### src/rtl/rf_writeback_unit.sv
// Register-file writeback initiator: in-order result FIFO from load/ALU producers,
// one registered write per cycle, plus a pending-register scoreboard for RAW stalls.
module rf_writeback_unit #(
    parameter int unsigned XLEN   = 64,
    parameter int unsigned REG_AW = 5,
    parameter int unsigned DEPTH  = 4
) (
    input  logic                       clk,
    input  logic                       rst_n,
    input  logic                       alu_valid,
    output logic                       alu_ready,
    input  logic [REG_AW-1:0]          alu_rd,
    input  logic [XLEN-1:0]            alu_data,
    input  logic                       mem_valid,
    output logic                       mem_ready,
    input  logic [REG_AW-1:0]          mem_rd,
    input  logic [XLEN-1:0]            mem_data,
    input  logic                       issue_reserve,
    input  logic [REG_AW-1:0]          issue_rd,
    input  logic [REG_AW-1:0]          query_rs1,
    input  logic [REG_AW-1:0]          query_rs2,
    output logic                       rs1_busy,
    output logic                       rs2_busy,
    output logic                       rf_write_enable,
    output logic [REG_AW-1:0]          rf_rd,
    output logic [XLEN-1:0]            rf_write_data,
    output logic [$clog2(DEPTH):0]     fifo_count,
    output logic                       idle,
    output logic                       err
);
    localparam int unsigned PW   = $clog2(DEPTH);
    localparam int unsigned CW   = PW + 1;
    localparam int unsigned NREG = 1 << REG_AW;

    logic [REG_AW-1:0] fifo_rd_q   [DEPTH];
    logic [XLEN-1:0]   fifo_data_q [DEPTH];
    logic [PW-1:0]     wptr_q, rptr_q;
    logic [CW-1:0]     count_q, count_d;
    logic [NREG-1:0]   pending_q, pending_d;
    logic              err_q, err_d;
    logic              rf_we_q;
    logic [REG_AW-1:0] rf_rd_q;
    logic [XLEN-1:0]   rf_data_q;

    logic              space, push_mem, push_alu, push, pop;
    logic [REG_AW-1:0] push_rd, head_rd;
    logic [XLEN-1:0]   push_data;

    always_comb begin
        // Ready is a function of the registered count only; a same-cycle pop never makes room.
        space     = count_q < CW'(DEPTH);
        mem_ready = rst_n && space;
        alu_ready = rst_n && space && !mem_valid;
        push_mem  = mem_valid && mem_ready;
        push_alu  = alu_valid && alu_ready;
        push      = push_mem || push_alu;
        push_rd   = push_mem ? mem_rd : alu_rd;
        push_data = push_mem ? mem_data : alu_data;
        pop       = count_q != '0;
        head_rd   = fifo_rd_q[rptr_q];
        count_d   = count_q + CW'(push) - CW'(pop);

        pending_d = pending_q;
        if (pop) pending_d[head_rd] = 1'b0;
        // Reservation is applied after the clear so set wins on a collision.
        if (issue_reserve && issue_rd != '0) pending_d[issue_rd] = 1'b1;
        pending_d[0] = 1'b0;

        err_d = err_q
              | (issue_reserve && issue_rd != '0 && pending_q[issue_rd])
              | (push && push_rd != '0 && !pending_q[push_rd]);
    end

    always_ff @(posedge clk or negedge rst_n) begin
        if (!rst_n) begin
            for (int i = 0; i < int'(DEPTH); i++) begin
                fifo_rd_q[i]   <= '0;
                fifo_data_q[i] <= '0;
            end
            wptr_q    <= '0;
            rptr_q    <= '0;
            count_q   <= '0;
            pending_q <= '0;
            err_q     <= 1'b0;
            rf_we_q   <= 1'b0;
            rf_rd_q   <= '0;
            rf_data_q <= '0;
        end else begin
            if (push) begin
                fifo_rd_q[wptr_q]   <= push_rd;
                fifo_data_q[wptr_q] <= push_data;
                wptr_q              <= wptr_q + PW'(1);
            end
            if (pop) begin
                rptr_q    <= rptr_q + PW'(1);
                rf_rd_q   <= head_rd;
                rf_data_q <= fifo_data_q[rptr_q];
                rf_we_q   <= head_rd != '0;
            end else begin
                rf_we_q   <= 1'b0;
            end
            count_q   <= count_d;
            pending_q <= pending_d;
            err_q     <= err_d;
        end
    end

    assign rs1_busy        = pending_q[query_rs1];
    assign rs2_busy        = pending_q[query_rs2];
    assign rf_write_enable = rf_we_q;
    assign rf_rd           = rf_rd_q;
    assign rf_write_data   = rf_data_q;
    assign fifo_count      = count_q;
    assign idle            = (count_q == '0) && !rf_we_q;
    assign err             = err_q;
endmodule

### config.mk
export PLATFORM = sky130hd
export DESIGN_NAME = rf_writeback_unit
export DESIGN_NICKNAME = d
export VERILOG_FILES = /design/src/rtl/rf_writeback_unit.sv
export SDC_FILE = /design/constraint.sdc
export NUM_CORES = 1
export LEC_CHECK = 0
export CAP_MARGIN = 0
export CORE_MARGIN = 2
export CORE_UTILIZATION = 44
export CTS_BUF_LIST = sky130_fd_sc_hd__clkbuf_4 sky130_fd_sc_hd__clkbuf_8
export DETAILED_ROUTE_END_ITERATION = 8
export PLACE_DENSITY = 0.66
export SETUP_SLACK_MARGIN = 0.5
export SYNTH_ARGS = -nofsm -noshare
export SYNTH_HDL_FRONTEND = slang
export SYNTH_SLANG_ARGS = --single-unit
### constraint.sdc
create_clock -name clk -period 3.6 [get_ports clk]
set_clock_uncertainty 0.05 [all_clocks]
set_input_delay 0.54 -clock clk [delete_from_list [all_inputs] [get_ports clk]]
set_output_delay 0.54 -clock clk [all_outputs]
set_load 0.05 [all_outputs]
* Yosys cells after proc, flatten, opt, wreduce, memory -nomap -nowiden
Cells that the tools add are included.
Cells by class: multiplexer cells 29, reductions and logical operators 21, add/subtract/negate cells 4, bitwise gates (word level) 7, magnitude comparators 11
Operator list (number):
- bitwise mux 256 bit | 1
- two-way mux 64 bit | 4
- binary-select mux 64 bit (select 2 bit) | 1
- demux 64 bit (select 2 bit) | 1
- two-way mux 32 bit | 2
- bitwise AND 32 bit | 1
- inverter 32 bit | 1
- bitwise OR 32 bit | 1
- less-than comparator 5 x 6 -> 1 bit (second input constant) | 5
- binary-select mux 1 bit (select 5 bit) | 4
- bitwise mux 20 bit | 1
- two-way mux 5 bit | 4
- nonzero test 5 bit | 3
- logical AND 1 bit | 12
- binary-select mux 5 bit (select 2 bit) | 1
- demux 1 bit (select 5 bit) | 2
- demux 5 bit (select 2 bit) | 1
- >= comparator 5 x 1 -> 1 bit (second input constant) | 2
- two-way mux 1 bit | 7
- >= comparator 3 bit (second input constant) | 2
- inverter 2 -> 3 bit | 2
- adder 2 x 1 -> 2 bit (second input constant) | 2
- adder 3 x 1 -> 3 bit | 1
- logical NOT 1 bit | 3
- other kinds (7) | 8
Storage, ports and cells: logic and storage cells 88, flip-flop bits (word level) 385, input bits 158

* Longest topological paths before layout
word-level depth 13, depth in mapped cells 11, depth with buffers taken out 10

* Least setup slack after synthesis
Ideal clock, no wire load.
kind input port to output port, start point input query_rs1[0], end point output rs1_busy, required time 3.010 ns, buffers on the path 1, path slack 0.665 ns, arrival 2.345 ns, stages on the path 4, cell sequence clkbuf_1 mux4_2 mux4_2 mux2_2
On the way: longest elaborated chain between the ends 2
Ends and longest elaborated chain:
- from (decl) | RTL line 20 | input logic [REG_AW-1:0] query_rs1,
- binary-select mux 1 bit (select 5 bit) | RTL line 108 | assign rs1_busy = pending_q[query_rs1];
- two-way mux 1 bit (not written as such) | RTL line 108
- to (decl) | RTL line 22 | output logic rs1_busy,
No other way between the ends. The select of a mux whose other input is x is not followed.

* Final worst setup path
start point register pending_q[29], end point output rs1_busy
On the way: longest elaborated chain between the ends 2
Ends and longest elaborated chain:
- from (decl) | RTL line 39 | logic [NREG-1:0] pending_q, pending_d;
- from (signal assigned) | RTL line 103 | pending_q <= pending_d;
- binary-select mux 1 bit (select 5 bit) | RTL line 108
- two-way mux 1 bit (not written as such) | RTL line 108
No other way between the ends. The select of a mux whose other input is x is not followed.

==> run metrics <==
final period demand of the worst path=3050 ps; unique cell type count in the Yosys netlist=47; Crit. End Element=output port; unrepaired setup endpoints after global routing=yes; number of buffers added by the clock tree synthesis step=66; final count of negative-setup-slack endpoints=0; status=finished clean; Die W=204 microns; number of DRC violations after detailed-routing iteration 0=806; depth of the worst register-to-register path=6; initial antenna violation count=0; nets in the synthesized netlist=1822; Top-Level Pins=237; Inserted Diodes=0; count of flip-flops with a built-in enable after synthesis=0; synthesized instance count=1657; Total Nets Final=2051; fmax=328 MHz; count of clock tree sinks=385; clock-pin slew on the worst setup and hold paths=60 ps; commonest non-fill, non-tap cell in the layout=nand2_1; first-pass GRT wire length=72900 microns; Slew Viols, Final=0; fraction of synthesis flops using an asynchronous set or reset pin=1.00; Max-Cap Viols=0; count of synthesis-stage warnings from yosys=0; layout cells sized above 1=0.152; row count=73; power per standard cell area=901 mW/mm^2; global route total overflow=0; area added between synthesis and finish=24.9%; Lkg Pwr=10.2 nW; Startpoint Class=register; HPWL reported at the end of detailed placement=28800 microns; pre-CTS setup slack=171 ps; post-route setup TNS=0 ps; Port Buffer Count=236; headroom to the max-slew limit=0.347; DRC violations left=0; final antenna-violating net count=0; routed via count divided by cell count=5.42; pin count of the biggest net entering global routing=78; effective utilization at floorplan=0.444; final wirelength=45100 microns; global placer's final weighted congestion=0.920; Worst Slack Setup Final=554 ps; class of the tightest hold or removal check=in -> async; clock network latency to the later pin of the worst-skew pair=590 ps; largest voltage drop on the vdd net=0.554 mV; via count=13290; netlist area before placement=0.0176 sq mm; Hold Fails Final Rpt=0; total of flip-flops plus latches after synthesis=385; leading cell types in the layout, fill and taps excluded=499 x nand2_1, 362 x dfrtp_1, 346 x o21ai_0; routed wire length per instance=18.4 microns; largest fanout on the critical path=5; Data arrival, critical path=2460 ps; die height=204 microns; Clock Tree Buf Depth=3; total global-route track usage=0.222; part of the cycle the worst path needs=0.846; Root Buffer Master=clkbuf_8; vias in the first global route=13638; worst setup path category=reg -> out; post-synthesis average cell area=10.6 sq um; CTS H-Tree Depth=3; placeable core region=0.0396 sq mm; most frequently used flop master after synthesis=dfrtp_1; worst-margin pin slew=980 ps; Detailed Routing Iterations Pass 1=6; post-synthesis sequential area ratio=0.548; Die Footprint=0.0416 sq mm; TritonCTS clock tree=yes; required arrival time at the worst endpoint=3010 ps
## worst paths after layout
kind | startpoint | to | slack, ps
max | pending_q[29] | rs1_busy | 550
min | rst_n | err | 340
max reg2reg | fifo_count[2] | err | 960
min reg2reg | rf_write_data[59] | rf_write_data[59] | 410
max in group asynchronous | rst_n | rptr_q[0] | 980
min in group clk | rf_write_data[59] | rf_write_data[59] | 410
## timing repair
action	in CTS	in global routing
setup buffers	1	10
gates resized for setup	17	12
endpoints found under the setup margin	2	2
hold buffers	1	0
hold endpoints to repair	17	0
## state kept, by name, indices dropped and copies added (netlist names)
name and flops:
rf_write_enable 1, rptr_q 2, err 1, wptr_q 2
fifo_rd_q 20, fifo_data_q 256, rf_rd 5, fifo_count 3
pending_q 31, rf_write_data 64
## final cells by class
cell class              instances  area [sq um]
fillers                      3543         17700
flip-flops and latches        385          9670
multi-input cells            1144          7470
repair buffers                280          2790
clock buffers                 104          1330
well taps                     525           657
clock inverters                 6          35.0
inverters                       9          33.8
## cell usage after synthesis (3+ instances only)
cell type / count / share of area
buf_6: 3 / 0.0019
clkbuf_1: 87 / 0.019
nand4_1: 4 / 0.0014
xnor2_1: 5 / 0.0025
buf_2: 20 / 0.0057
nor2_1: 13 / 0.0028
nand2_1: 503 / 0.11
o21ai_0: 346 / 0.098
mux2_2: 7 / 0.0045
inv_1: 9 / 0.0019
mux2i_1: 97 / 0.055
nor3_1: 5 / 0.0014
mux4_2: 89 / 0.11
nor4b_1: 4 / 0.0020
a21oi_1: 4 / 0.0011
dfrtp_1: 385 / 0.55
a31oi_1: 4 / 0.0014
nor3b_1: 5 / 0.0021
nand3b_1: 7 / 0.0030
buf_1: 8 / 0.0017
ha_1: 6 / 0.0043
nand3_1: 4 / 0.0011
or3_1: 4 / 0.0014
nor4_1: 6 / 0.0021
## power breakdown
part | total, W | switching (W) | internal (W)
Sequential | 0.00778 | 0.00141 | 0.00636
Combinational | 0.00799 | 0.00453 | 0.00346
Clock | 0.00404 | 0.00172 | 0.00232
Total | 0.0198 | 0.00767 | 0.0121
## worst max-delay path, cell delays in order (launching register included)
cell and delay (ps):
dfrtp_1 470, mux4_2 490, mux4_2 470, mux2_2 280, buf_6 150
## through the flow
| stage | hold slack [ps] | cell area (sq um) | cells | util | total power [W] |
|---|---|---|---|---|---|
| after floorplan | 194 | 17600 | 1657 | - | 0.0131 |
| after global placement | 339 | 20500 | 2331 | 0.517 | 0.0155 |
| after detailed placement | 343 | 20500 | 2331 | 0.517 | 0.0158 |
| after CTS | 297 | 21900 | 2443 | 0.552 | 0.0199 |
| after global routing | 327 | 22000 | 2453 | 0.554 | 0.0212 |
| final | 338 | 22000 | 2453 | 0.554 | 0.0198 |
## routing by layer
layer / track usage / wire length (microns)
met5: 0 / 0
met1: 0.304 / 20000
met3: 0.0434 / 2650
met4: 0.0826 / 1260
met2: 0.354 / 21100
## logic make-up (layout without fill, tap and decap cells)
logic type                 Yosys count  count (layout)  synth area share
xor gates and xnor gates             5               5           0.00249
buffers and inverters              128             399            0.0302
AOI/OAI and AO/OA                  366             366             0.106
and+or+nand+nor                    571             571             0.132
adders and majority gates            7               7           0.00540
muxes                              195             195             0.176
DFF                                385             385             0.548
Note: power is estimated with default switching activity, not from simulation.
==> variant 1: new RTL, same flow settings <==
Make the reset (`rst_n`) synchronous in one clocked block.
--- a/src/rtl/rf_writeback_unit.sv
+++ b/src/rtl/rf_writeback_unit.sv
@@ -71,7 +71,7 @@
               | (push && push_rd != '0 && !pending_q[push_rd]);
     end
 
-    always_ff @(posedge clk or negedge rst_n) begin
+    always_ff @(posedge clk) begin
         if (!rst_n) begin
             for (int i = 0; i < int'(DEPTH); i++) begin
                 fifo_rd_q[i]   <= '0;
Check against the original RTL: differs if rst_n is asserted again (counterexample within 4 cycles, from zero or initial values and one cycle with rst_n low); with rst_n held inactive, the same outputs for 4 cycles.
==> variant 1 against the unedited design <==
- count of clock-buffer cells in the layout down 32
- final area down 0.13%
- routed wire length up 5.3%
- global-route usage up 0.41 points
- area after synthesis up 0.52%
- worst setup slack better by 0.0089 ns
- sequential cell count up 2
- utilization down 0.20 points
- total power down 25%
- critical path depth unchanged
- clock power down 12%
- largest power group is now sequential cells
==> variant 1: results (changes against the unedited design) <==
Critical path
  • CP arrival: 2.45 ns
  • R2r worst-path depth: 11 (+5)
  • Reg2reg start: fifo_count[2]
  • Reg-to-reg slack, setup: 1.02 ns (+0.06 ns)

Synthesis
  • Share of flip-flops with an asynchronous set or reset: 0 (-1.00)
  • Synth cell types: 51 (+8.5%)
  • Register area share after synthesis: 0.594 (+0.0467)
  • Prevailing post-synth register cell: edfxtp_1
  • Post-synth EDFFs: 276 (+276)
  • Synth cell count leaders: nand2_1 (454), edfxtp_1 (276), nor2_1 (226)
  • Area contributors post-synth: edfxtp_1 (47%), dfxtp_1 (13%), mux4_2 (12%), nand2_1 (9.6%), nor2_1 (4.8%)
  • Syn_nets: 1,746 (-4.2%)

Clocking
  • Cts bufs inserted: 59 (-11%)
  • Postcts setup bufs: 0 (-1)
  • Clk slew on worst S/H paths: 0.06 ns (about the same)
  • # H-tree levels: 2 (-1)
  • Clock Latency Late Sink: 0.62 ns (+0.03 ns)

STA
  • Slew headroom: 0.291 (-0.0556)

Power and ir drop
  • Worst vdd ir: 0.000514 V (-7.1%)

Place
  • IO Port Bufs: 236 (unchanged)
  • GPL Wtd Cong: 0.904 (-1.7%)
  • Dpl ws: 0.150 ns (-0.0208 ns)
  • Final HPWL from detailed placement: 29,400 um (+2.1%)

Cells and area
  • Fill count: 3,385 (-4.5%)
  • Share of post-route cells with drive strength above 1: 0.139 (-0.0132)
  • Fin nets: 1,977 (-3.6%)

Worst hold path
  • Worst Hold Class: in2reg

Outcome
  • Outcome: finished clean

Route
  • DRT Pass-1 Iters: 5 (-1)
  • Initial drt markers: 867 (+7.6%)
  • Drt wl/cell: 19.8 um (+8.0%)

Global routing
  • Largest net degree at the start of global routing: 80 (+2.6%)
  • First-pass GRT wire length: 71,800 um (-1.6%)
  • All-Layer GR Usage: 0.226 (+0.00411)
## variant 1: cell types whose count changed in the layout (fill, tap and decap cells not counted), sizes merged, moves of 9 or more
| cell | change |
|---|---|
| dfrtp | -385 |
| o21ai | -307 |
| edfxtp | +276 |
| nor2 | +213 |
| dfxtp | +111 |
| a21boi | +99 |
| mux2i | -89 |
| inv | +67 |
| nand2 | -49 |
| clkinv | +33 |
| clkbuf | -32 |
| a211oi | +11 |
| buf | -9 |
## variant 1: final cells by class
class	count	area, sq um	area share
Sequential cell	387	10500	0.479
Multi-Input combinational cell	1021	6560	0.299
Timing Repair Buffer	271	2770	0.126
Clock buffer	72	922	0.0420
Tap cell	525	657	0.0299
Inverter	76	287	0.0131
Clock inverter	40	238	0.0108
## variant 1: how the worst max path moves through the flow
stage | start | to
after global placement | query_rs2[0] | rs2_busy
after detailed placement | query_rs2[0] | rs2_busy
final | pending_q[22] | rs2_busy
after floorplan | fifo_count[1] | fifo_count[2]
after CTS | pending_q[23] | rs2_busy
after global routing | query_rs2[1] | rs2_busy
## variant 1: per-stage QoR
step / cell area (sq um) / hold slack (ns) / std cells / util / power [uW]
final: 22000 / 0.275 / 2392 / 0.553 / 14800
after global routing: 22000 / 0.251 / 2392 / 0.553 / 15500
after CTS: 21900 / 0.235 / 2392 / 0.552 / 15000
after detailed placement: 20800 / 0.406 / 2280 / 0.523 / 11400
after global placement: 20800 / 0.400 / 2280 / 0.523 / 11300
after floorplan: 17700 / 0.430 / 1585 / - / 9450
## variant 1: repair_timing
action,in CTS,in global routing
hold buffers,0,0
gates resized for setup,6,5
endpoints found under the setup margin,2,2
## variant 1: critical path: stages, from the launching register on
cell,delay [ns]
dfxtp_1,0.42
mux4_2,0.50
mux4_2,0.47
mux2_2,0.29
buf_6,0.15
## variant 1: logic make-up after synthesis
kind of cell,after synthesis,share of synthesized area
mux,113,0.132
fa+ha+maj,3,0.00255
xor+xnor,3,0.00149
buf+inv,177,0.0392
compound gates,176,0.0687
flops,387,0.594
simple gates,726,0.161
## variant 1: where the power goes
part	internal, uW	switching (uW)	total (uW)	leakage (uW)
Combinational	1930	3190	5130	0.00396
Sequential	5550	566	6120	0.00378
Clock	1850	1720	3570	0.000628
Total	9330	5480	14800	0.00837
## variant 1: layer usage
metal  global-route usage  routed length, um  part of all wire
met1                0.301              19800              0.42
met2                0.391              23500              0.50
met3               0.0309               3220             0.068
met4               0.0582                888             0.019
met5                    0                  0                 0
==> variant 2: new RTL, same flow settings <==
Without the edit above. Change the parameter `DEPTH` from 4 to 8.
--- a/src/rtl/rf_writeback_unit.sv
+++ b/src/rtl/rf_writeback_unit.sv
@@ -3,7 +3,7 @@
 module rf_writeback_unit #(
     parameter int unsigned XLEN   = 64,
     parameter int unsigned REG_AW = 5,
-    parameter int unsigned DEPTH  = 4
+    parameter int unsigned DEPTH  = 8
 ) (
     input  logic                       clk,
     input  logic                       rst_n,
Interface: changed (resized fifo_count); port bits go from 237 to 238. No check against the original RTL was run, so the function may have changed too.
==> variant 2 against the unedited design <==
- register-to-register slack worse by 0.12 ns
- worst setup slack worse by 0.11 ns
- non-clock buffer count up 28
- total power up 67%
- sequential cell count up 279
- maximum frequency down 3.6%
- routed wire length up 65%
- global-route usage down 0.46 points
- final area up 62%
- first-iteration DRC count up 100%
- clock power up 83%
- area after synthesis up 68%
- worst hold slack worse by 0.12 ns
- critical path type unchanged
- largest cell class unchanged
==> variant 2: results (changes against the unedited design) <==
STA
  • Tmin final: 3.16 ns (+0.113 ns)
  • Slew headroom: 0.324 (-0.0224)

Clocking
  • Clock Tree Buf Depth: 3 (unchanged)
  • Cts bufs inserted: 109 (+65%)
  • Post-CTS Resized: 35 (+18)
  • Postcts setup bufs: 6 (+5)
  • Clock Latency Late Sink: 0.72 ns (+0.13 ns)

Critical path
  • Worst setup path start: pending_q[24]
  • Worst setup path endpoint: rs2_busy
  • Slowest CP cell: dfrtp_2
  • CP arrival: 2.57 ns (+0.11 ns)
  • Reg2reg start: rptr_q[0]
  • RR Endpoint: pending_q[10]
  • Reg-to-reg slack, setup: 0.84 ns (-0.12 ns)

Route
  • DRT Pass-1 Iters: 5 (-1)
  • Vias: 21,100 (+59%)
  • Initial drt markers: 1,621 (+100%)
  • DR WL met2: 36,400 um (+72%)
  • Post-Route M1 WL: 32,200 um (+61%)
  • WL final: 74,300 um (+65%)
  • Routed wl met3: 3750 um (+42%)

Cells and area
  • Fill count: 5,625 (+59%)
  • Max reg flops: 512 (+100%)
  • Share of post-route cells with drive strength above 1: 0.167 (+0.0146)

Power and ir drop
  • Sw Ratio: 0.366 (-0.0213)
  • Worst vdd ir: 0.000503 V (-9.2%)

Global routing
  • Initial antenna violation count: 1 (+1)
  • Met1 usage: 0.291 (-0.0130)
  • GRT met2 Usage: 0.361 (+0.00704)
  • Met3 usage: 0.0355 (-0.00792)
  • Largest net degree at the start of global routing: 187 (+140%)
  • First-pass GRT wire length: 120,000 um (+65%)
  • All-Layer GR Usage: 0.218 (-0.00460)
  • Vias in the first global route: 21,800 (+60%)

Place
  • Final HPWL from detailed placement: 45,600 um (+58%)
  • IO Port Bufs: 237 (+0.42%)
  • GPL Wtd Cong: 0.889 (-3.3%)
  • Dpl ws: 0.335 ns (+0.165 ns)

Synthesis
  • Synth cell types: 57 (+21%)
  • Syn_nets: 2,819 (+55%)
  • Area contributors post-synth: dfrtp_1 (56%), mux4_2 (12%), o21ai_0 (6.4%), nand2_1 (4.8%), a21oi_1 (4.8%)
  • Register area share after synthesis: 0.563 (+0.0155)
  • Synth cell count leaders: dfrtp_1 (664), nand2_1 (381), o21ai_0 (375)

Outcome
  • Outcome: finished clean
## variant 2: cell families (layout without fill, tap and decap cells)
logic type,after synthesis,count (layout),share of synthesized area
flip-flops,664,664,0.563
AO/OA/AOI/OAI,713,713,0.123
AND/OR/NAND/NOR,728,728,0.0981
multiplexers,320,320,0.179
buffers and inverters,214,518,0.0313
XOR/XNOR,6,6,0.00178
other,0,1,0
adder cells (fa/ha/maj),8,8,0.00365
## variant 2: power by group through the flow
stage | Sequential (uW) | Combinational [uW] | Clock [uW]
after floorplan | 13500 | 8210 | 0
after global placement | 12900 | 12200 | 0
after detailed placement | 13100 | 12600 | 0
after CTS | 13000 | 12700 | 7570
after global routing | 13400 | 13800 | 7940
final | 13000 | 12600 | 7400
## variant 2: worst min-delay path by stage
stage	from	to	slack [ns]	cells after the start
floorplan	rst_n	err	0.19	0
global placement	rst_n	fifo_data_q[178]	0.33	1
detailed placement	rst_n	fifo_data_q[178]	0.33	1
CTS	rst_n	fifo_data_q[178]	0.17	2
global route	rst_n	fifo_data_q[370]	0.20	2
finish	rst_n	fifo_data_q[178]	0.21	2
## variant 2: cell type report
type	instances	share of cell area
Sequential cell	664	0.469
Multi-Input combinational cell	1775	0.338
Timing Repair Buffer	308	0.0896
Clock buffer	180	0.0636
Tap cell	864	0.0304
Clock inverter	19	0.00778
Inverter	11	0.00116
Antenna cell	1	0.0000704
## variant 2: stage by stage
stage / utilization / std cells / area [sq um]
global route: 0.537 / 3822 / 35500
global placement: 0.497 / 3613 / 32900
finish: 0.537 / 3822 / 35500
CTS: 0.537 / 3820 / 35500
detailed placement: 0.497 / 3613 / 32900
floorplan: - / 2653 / 29500
## variant 2: worst max-delay path, delay by kind of cell (launching register included)
family   cells  cell delay, ns
mux          3            1.24
flops        1            0.49
buf+inv      1            0.15
